--- config.mk ---
export PLATFORM = sky130hd
export DESIGN_NAME = io_btn_cond
export DESIGN_NICKNAME = d
export VERILOG_FILES = /design/src/rtl/io_btn_cond.sv
export SDC_FILE = /design/constraint.sdc
export NUM_CORES = 1
export LEC_CHECK = 0
export ABC_AREA = 0
export CORE_MARGIN = 3
export CORE_UTILIZATION = 35
export CTS_BUF_LIST = sky130_fd_sc_hd__clkbuf_4
export DETAILED_ROUTE_END_ITERATION = 6
export HOLD_SLACK_MARGIN = 0.12
export SYNTH_ARGS = -nofsm -noshare
export SYNTH_HDL_FRONTEND = slang
export SYNTH_HIERARCHICAL = 1
export SYNTH_SLANG_ARGS = --single-unit
--- constraint.sdc ---
create_clock -name i_clk -period 2.65 [get_ports i_clk]
set_input_delay 0.3975 -clock i_clk [delete_from_list [all_inputs] [get_ports i_clk]]
set_output_delay 0.3975 -clock i_clk [all_outputs]
set_load 0.05 [all_outputs]
--- src/rtl/io_btn_cond.sv ---
// io_btn_cond: conditions the raw active-low push-button pads for the core's
// memory-mapped i_io_btn input. Each button goes through a two-flop
// synchronizer and a debounce FSM. The result is a clean registered level,
// one-cycle press/release pulses and a sticky write-1-to-clear press flag.
//
// Ports (top):
//   i_clk            clock, all state on rising edge
//   i_rstn           async active-low reset
//   i_btn_raw[N]     raw pad levels, 0 = pressed, asynchronous to i_clk
//   i_clr_vld        one-cycle strobe qualifying i_clr_mask
//   i_clr_mask[N]    write-1-to-clear mask for o_press_flag
//   o_io_btn[N]      debounced level, active-low (idle = all ones)
//   o_press_pulse[N] one-cycle pulse on an accepted press
//   o_release_pulse[N] one-cycle pulse on an accepted release
//   o_press_flag[N]  sticky press flags

// Per-button synchronizer + debounce FSM.
module io_btn_cond_lane #(
  parameter int DEB_CYCLES = 4,
  parameter int CNT_W      = 2
) (
  input  logic i_clk,
  input  logic i_rstn,
  input  logic i_raw,
  input  logic i_clr,
  output logic o_lvl,
  output logic o_press,
  output logic o_release,
  output logic o_flag
);
  typedef enum logic [1:0] {REL, WAIT_P, PRS, WAIT_R} st_e;

  localparam logic [CNT_W-1:0] CNT_MAX = CNT_W'(DEB_CYCLES - 1);
  localparam logic [CNT_W-1:0] CNT_ONE = CNT_W'(1);

  logic             sync1_q, s_q;
  st_e              state_q, state_d;
  logic [CNT_W-1:0] cnt_q, cnt_d;
  logic             lvl_q, lvl_d;
  logic             press_q, press_d;
  logic             rel_q, rel_d;
  logic             flag_q, flag_d;

  always_comb begin
    state_d = state_q;
    cnt_d   = cnt_q;
    press_d = 1'b0;
    rel_d   = 1'b0;
    unique case (state_q)
      REL: if (!s_q) begin
        state_d = WAIT_P;
        cnt_d   = CNT_ONE;
      end
      WAIT_P: begin
        if (s_q) begin
          // bounce/glitch: back to idle without any event
          state_d = REL;
          cnt_d   = '0;
        end else if (cnt_q == CNT_MAX) begin
          state_d = PRS;
          cnt_d   = '0;
          press_d = 1'b1;
        end else begin
          cnt_d = cnt_q + CNT_ONE;
        end
      end
      PRS: if (s_q) begin
        state_d = WAIT_R;
        cnt_d   = CNT_ONE;
      end
      WAIT_R: begin
        if (!s_q) begin
          state_d = PRS;
          cnt_d   = '0;
        end else if (cnt_q == CNT_MAX) begin
          state_d = REL;
          cnt_d   = '0;
          rel_d   = 1'b1;
        end else begin
          cnt_d = cnt_q + CNT_ONE;
        end
      end
      default: begin
        state_d = REL;
        cnt_d   = '0;
      end
    endcase
    // level follows the accepted state, registered alongside it
    lvl_d  = (state_d == REL) || (state_d == WAIT_P);
    // set wins over a same-cycle clear
    flag_d = (flag_q & ~i_clr) | press_d;
  end

  always_ff @(posedge i_clk or negedge i_rstn) begin
    if (!i_rstn) begin
      sync1_q <= 1'b1;
      s_q     <= 1'b1;
      state_q <= REL;
      cnt_q   <= '0;
      lvl_q   <= 1'b1;
      press_q <= 1'b0;
      rel_q   <= 1'b0;
      flag_q  <= 1'b0;
    end else begin
      sync1_q <= i_raw;
      s_q     <= sync1_q;
      state_q <= state_d;
      cnt_q   <= cnt_d;
      lvl_q   <= lvl_d;
      press_q <= press_d;
      rel_q   <= rel_d;
      flag_q  <= flag_d;
    end
  end

  assign o_lvl     = lvl_q;
  assign o_press   = press_q;
  assign o_release = rel_q;
  assign o_flag    = flag_q;
endmodule

module io_btn_cond #(
  parameter int NUM_BTN    = 4,
  parameter int DEB_CYCLES = 500000,
  parameter int CNT_W      = $clog2(DEB_CYCLES)
) (
  input  logic               i_clk,
  input  logic               i_rstn,
  input  logic [NUM_BTN-1:0] i_btn_raw,
  input  logic               i_clr_vld,
  input  logic [NUM_BTN-1:0] i_clr_mask,
  output logic [NUM_BTN-1:0] o_io_btn,
  output logic [NUM_BTN-1:0] o_press_pulse,
  output logic [NUM_BTN-1:0] o_release_pulse,
  output logic [NUM_BTN-1:0] o_press_flag
);
  logic [NUM_BTN-1:0] clr_bits;

  assign clr_bits = {NUM_BTN{i_clr_vld}} & i_clr_mask;

  io_btn_cond_lane #(
    .DEB_CYCLES(DEB_CYCLES),
    .CNT_W     (CNT_W)
  ) u_lane [NUM_BTN-1:0] (
    .i_clk    (i_clk),
    .i_rstn   (i_rstn),
    .i_raw    (i_btn_raw),
    .i_clr    (clr_bits),
    .o_lvl    (o_io_btn),
    .o_press  (o_press_pulse),
    .o_release(o_release_pulse),
    .o_flag   (o_press_flag)
  );
endmodule

==> results of run 1 <==
## per-stage QoR
step           instances  area, sq um  utilization  power [uW]  hold slack (ns)
2_1_floorplan        610         5799            -        1861           0.1019
3_3_place_gp         842         6277       0.3909        1947           0.3460
3_5_place_dp         842         6277       0.3909        1955           0.3472
4_1_cts              859         6426       0.4002        2829           0.2527
5_1_grt              860         6429       0.4003        2938           0.2471
6_report             860         6429       0.4003        2782           0.2942
## final timing paths
kind | startpoint | end | slack (ns) | cells after the start
max | u_lane[3]/cnt_q[0] | u_lane[3]/cnt_q[12] | 0.30 | 7
min | i_btn_raw[1] | u_lane[1]/sync1_q | 0.29 | 1
max reg2reg | u_lane[3]/cnt_q[0] | u_lane[3]/cnt_q[12] | 0.30 | 7
min reg2reg | u_lane[1]/sync1_q | u_lane[1]/s_q | 0.37 | 0
max in group asynchronous | i_rstn | u_lane[0]/s_q | 1.52 | 3
min in group asynchronous | i_rstn | u_lane[1]/cnt_q[0] | 0.38 | 2
## cell usage in the layout (no fill, tap or decap), types with 4 or more instances in the layout
cell type	Yosys	layout
and4_1	4	4
and2_1	10	10
or4_1	4	4
nor3_1	12	12
xor2_1	4	4
nand3_1	40	40
xnor2_1	8	8
inv_1	33	33
nand4_1	21	21
o21ai_0	50	50
mux2i_1	6	6
nor2_1	30	30
dfrtp_1	96	96
ha_1	4	4
dfstp_2	12	12
a21oi_1	28	28
and3_1	15	15
or3_1	22	22
nand2_1	60	60
clkdlybuf4s50_1	0	25
nor3b_1	6	6
o21a_1	4	4
a22o_1	7	7
o21ai_1	4	4
o211ai_1	4	4
nor4_1	19	19
a21o_1	21	21
nor4b_1	4	4
buf_4	2	8
clkbuf_4	0	10
nor3_4	5	5
## power groups by stage
stage,Combinational [uW],Sequential [uW],Clock (uW)
2_1_floorplan,122,1740,0
3_3_place_gp,202,1740,0
3_5_place_dp,209,1750,0
4_1_cts,211,1720,901
5_1_grt,237,1720,977
6_report,207,1720,858
## routing by layer
metal | part of all wire | vias to the layer above | global-route usage
met2 | 0.45 | 127 | 0.2237
met5 | 0 | - | 0
met1 | 0.47 | 2291 | 0.2011
met4 | 0.024 | 0 | 0.05600
li1 | - | 2314 | -
met3 | 0.054 | 28 | 0.03204
## worst max-delay path, stage by stage, from the launching register on
cell and delay [ns]:
dfrtp_1 0.43, ha_1 0.26, nand3_2 0.14, or4_4 0.54, o31ai_4 0.33, buf_4 0.23
o21ai_0 0.10, a22o_1 0.23
## sequential cells by signal, indices dropped and copies added (netlist names)
name and flops:
u_lane/o_lvl 4, u_lane/o_release 4, u_lane/o_press 4, u_lane/sync1_q 4
u_lane/o_flag 4, u_lane/state_q 8, u_lane/s_q 4, u_lane/cnt_q 76
## kinds of logic after synthesis
logic type      count (synthesis)  synth area share
compound gates                143            0.1564
mux                             6           0.01036
buf+inv                        51           0.04250
xor+xnor                       12           0.01812
flops                         108            0.4686
fa+ha+maj                       4          0.008630
simple gates                  286            0.2954
## Yosys cell counts, types with 4 or more instances
master    count
and4_1        4
nand4_1      21
or3_1        22
nor4b_1       4
a22o_1        7
o21ai_1       4
xor2_1        4
o21a_1        4
dfrtp_1      96
and3_1       15
o211ai_1      4
xnor2_1       8
buf_6         5
nand2_1      60
mux2i_1       6
buf_2         7
nor3_1       12
a21o_1       21
nor3_4        5
and2_1       10
a21oi_1      28
or4_1         4
dfstp_2      12
nand3_1      40
nor2_1       30
ha_1          4
nor3b_1       6
inv_1        33
o21ai_0      50
nor4_1       19
## cell type report
class,instances,area (sq um),area share
Inverter,33,123.9,0.01927
Timing Repair Buffer,35,340.3,0.05294
Sequential cell,108,2718,0.4227
Antenna cell,1,2.502,0.0003893
Clock inverter,6,63.81,0.009926
Tap cell,216,270.3,0.04204
Multi-Input combinational cell,451,2835,0.4410
Clock buffer,10,75.07,0.01168
## what timing repair did
action                                 CTS  global route
gates resized for setup                  0             0
endpoints found under the hold margin   35             0
hold buffers                             1             0
setup buffers                            0             0
==> impl_metrics.toml, run 1 <==
[global_route]
grt_max_degree = 42
antenna_found_initial = 1
grt_pass1_vias = 4484
overflow = 0
grt_pass1_wl_mm = 21.87
grt_usage = 0.1455

[floorplanning]
io_pins = 27
dieArea_sq_um = 18150
start_util = 0.3612
die_h_um = 134.7
num_rows = 46
fp.dieW_um = 134.7
design.core.area_sq_um = 16060

[cells_and_area]
nets = 653
layout-drive-gt1-share = 0.1198
nFillCells = 1573
area_growth_pct = 10.85

[synthesis]
synthCells = 610
synthTopCellsByArea = "dfrtp_1 (41%), dfstp_2 (5.4%), o21ai_0 (4.3%)"
synth.avg_cell_area_sq_um = 9.507
synth_nets = 625
yosysUniqueCellTypes = 69
synth_top_area_cell = "dfrtp_1"
yosysWarnings = 6
ys.flop_type = "dfrtp_1"
synth_edf_count = 0
yosysTopAreaCellShare = 0.4142
synthArstFlopShare = 1.000
syn-cell-area_sq_um = 5799
ys_seq_elements = 108
ys_seq_area_frac = 0.4686

[cts]
cts_buffers = 9
clk_path_buf_depth = 2
cts_tree = "yes"
insertion_delay_ns = 0.50
clkSinkCount = 108
path_clk_slew_ns = 0.16
clockRootBuffer = "clkbuf_4"
cts_htree_levels = 3

[sta]
timing.final.crit_share = 0.8866
hold_viol = 0
period_needed_ns = 2.349
finalSetupViolations = 0
finalClockSkew_ns = 0.02698
maxSlewViolCount = 0
max_slew_margin = 0.4543
tightest_slew_ns = 0.8156
max_clock_freq_mhz = 425.6
rsz0062_at_grt = "false"
setup_tns_ns = 0
fin_ws_ns = 0.3006

[worst_setup_path]
critical_path_class = "flip-flop to flip-flop"
worst_setup_path_end_kind = "flip-flop"
worstPathArrival_ns = 2.76
critPathMaxFanout = 10
cp.required_ns = 3.06
crit_path_start_kind = "flip-flop"

[power_and_ir_drop]
swShare = 0.2608
p_per_area_nw_per_um2 = 432.7
clkPwrFrac = 0.308
ir_drop_mv = 0.2756
seqPwrFrac = 0.617
p_leak_uw = 0.002722
p_switching_uw = 725.6
comb_power_share = 0.075
p_int_uw = 2056

[detailed_routing]
routed_wl_mm = 12.60
route.antenna.remaining_nets = 0
first_iter_violations = 313
drtPass1Iterations = 6
vias = 4760
viasPerCell = 5.535
wl_per_cell_um = 14.65
drcViolationCount = 0

[placed_design]
dpl.hpwl_mm = 8.972
portBuffers = 26
globalplace.congestion = 0.8583
dp_slack_ns = 0.3624

[status]
status = "finished clean"

[flow_run]
maxCapViolations = 0

[worst_hold_path]
worstHoldPathType = "primary input to flip-flop"
Power figures use the tool's default switching activity.
==> run 2, diff against run 1 <==
- REMOVE_ABC_BUFFERS: default -> 1
==> impl_metrics.toml, run 2 (synthesis results as in run 1) <==
[status]
status = "finished clean"

[detailed_routing]
vias = 4738
route.antenna.remaining_nets = 0
drcViolationCount = 0
routed_wl_mm = 12.69
drtPass1Iterations = 5
wl_per_cell_um = 14.75
viasPerCell = 5.509
first_iter_violations = 428

[cells_and_area]
nets = 654
num_antenna_cells = 0
regArea_sq_um = 2718
max_flop_register = "u_lane/cnt_q"
area_growth_pct = 11.26
reg.largest.list = "u_lane/cnt_q (76), u_lane/state_q (8)"
layout_common_cells = "dfrtp_1 (96), nand2_1 (60), o21ai_0 (50)"
layout-drive-gt1-share = 0.1180
multiInputGateArea_sq_um = 2835
layout_commonest_cell = "dfrtp_1"
nFillCells = 1593
largest_reg_flops = 76

[cts]
insertion_delay_ns = 0.48
cts_resized = 0
cts_htree_levels = 3
cts_buffers = 9
cts_tree = "yes"
path_clk_slew_ns = 0.16
clk_path_buf_depth = 2
clkSinkCount = 108
clockRootBuffer = "clkbuf_4"

[worst_setup_path]
worstPathArrival_ns = 2.77
worst_setup_path_end_kind = "flip-flop"
cpLargestDelayFamily = "simple AND/OR/NAND/NOR gates"
critPathMaxFanout = 11
r2r-end = "u_lane[3]/cnt_q[18]"
cp_cell_sequence = "ha_1 -> nand3_2 -> or4_4 -> o31ai_4 -> buf_4 -> o21ai_0 -> a21o_1"
crit_slowest_cell = "or4_4"
endpoint = "u_lane[3]/cnt_q[18]"
slowest_delay_ns = 0.53
crit_cells = 7
r2r_start = "u_lane[3]/cnt_q[0]"
critical_path_class = "flip-flop to flip-flop"
r2r_slack_ns = 0.28
worst_r2r_path_depth = 7
crit_buf_inv = 1
crit_start = "u_lane[3]/cnt_q[0]"
crit_path_start_kind = "flip-flop"
cp.required_ns = 3.05

[flow_run]
maxCapViolations = 0

[global_route]
grt_pass1_vias = 4461
overflow = 0
antenna_found_initial = 0
grt_max_degree = 65
grt_usage = 0.1463
grt_pass1_wl_mm = 21.91

[sta]
max_slew_margin = 0.5984
maxSlewViolCount = 0
hold_viol = 0
fin_ws_ns = 0.2804
finalClockSkew_ns = 0.01025
rsz0062_at_grt = "false"
max_clock_freq_mhz = 422.0
finalSetupViolations = 0
period_needed_ns = 2.370
tightest_slew_ns = 0.6024
timing.final.crit_share = 0.8942
setup_tns_ns = 0

[power_and_ir_drop]
p_per_area_nw_per_um2 = 444.4
p_leak_uw = 0.002740
ir_drop_mv = 0.2932

[floorplanning]
fp.dieW_um = 134.7
io_pins = 27
design.core.area_sq_um = 16060
num_rows = 46
start_util = 0.3612
dieArea_sq_um = 18150
die_h_um = 134.7

[placed_design]
dpl.hpwl_mm = 8.884
portBuffers = 26
globalplace.congestion = 0.8671
dp_slack_ns = 0.3373

[worst_hold_path]
worstHoldPathType = "primary input to asynchronous set/reset pin"
## run 2: cell count changes in the layout (fill, tap and decap cells not counted), sizes merged
cell      before  now
bufinv         1    2
clkinv         2    4
diode          1    0
buf            9   10
clkinvlp       2    0
clkbuf        10    9
## run 2: layer usage
metal  global-route usage  up-vias  routed length, um
li1                     -     2299                  -
met1               0.2035     2325               6283
met2               0.2282      101               5729
met3              0.03987       13                534
met4              0.03563        0                140
met5                    0        -                  0
## run 2: worst min path at each step
stage	endpoint	slack (ns)	cells after the start
3_3_place_gp	u_lane[1]/cnt_q[3]	0.27	1
3_5_place_dp	u_lane[1]/cnt_q[3]	0.27	1
6_report	u_lane[1]/cnt_q[3]	0.29	2
4_1_cts	u_lane[1]/sync1_q	0.24	1
5_1_grt	u_lane[2]/sync1_q	0.24	1
2_1_floorplan	u_lane[0]/cnt_q[0]	0.10	0
## run 2: where the power goes
group / internal (uW) / switching, uW / leakage [uW]
sequential: 1680 / 34.4 / 0.00145
clock: 381 / 562 / 0.0000854
combinational: 76.3 / 131 / 0.00121
total: 2140 / 728 / 0.00274
## run 2: worst register-to-register path, delay by kind of cell (launching register included)
family,cells,cell delay (ns)
compound gates,3,0.66
buf+inv,1,0.24
fa+ha+maj,1,0.28
simple gates,2,0.67
flops,1,0.44
## run 2: layout make-up
type                       instances  area share
sequential                       108      0.4212
inverter                          33     0.01920
tap                              216     0.04188
clock buffer                       9     0.01047
multi-input combinational        451      0.4394
timing repair buffer              36     0.05391
clock inverter                     7     0.01396
## run 2: repair_timing
action / 4_1_cts / 5_1_grt
endpoints found under the hold margin: 98 / 0
hold buffers: 1 / 0
buffers inserted: 0 / 0
## run 2: stage by stage
stage,cells,instance area (sq um),power (uW),hold WS [ns],utilization
6_report,860,6452,2868,0.2901,0.4018
5_1_grt,860,6452,3012,0.2391,0.4018
4_1_cts,860,6452,2921,0.2408,0.4018
3_5_place_dp,843,6285,1956,0.2697,0.3914
3_3_place_gp,843,6285,1949,0.2681,0.3914
2_1_floorplan,592,5677,1853,0.1019,-
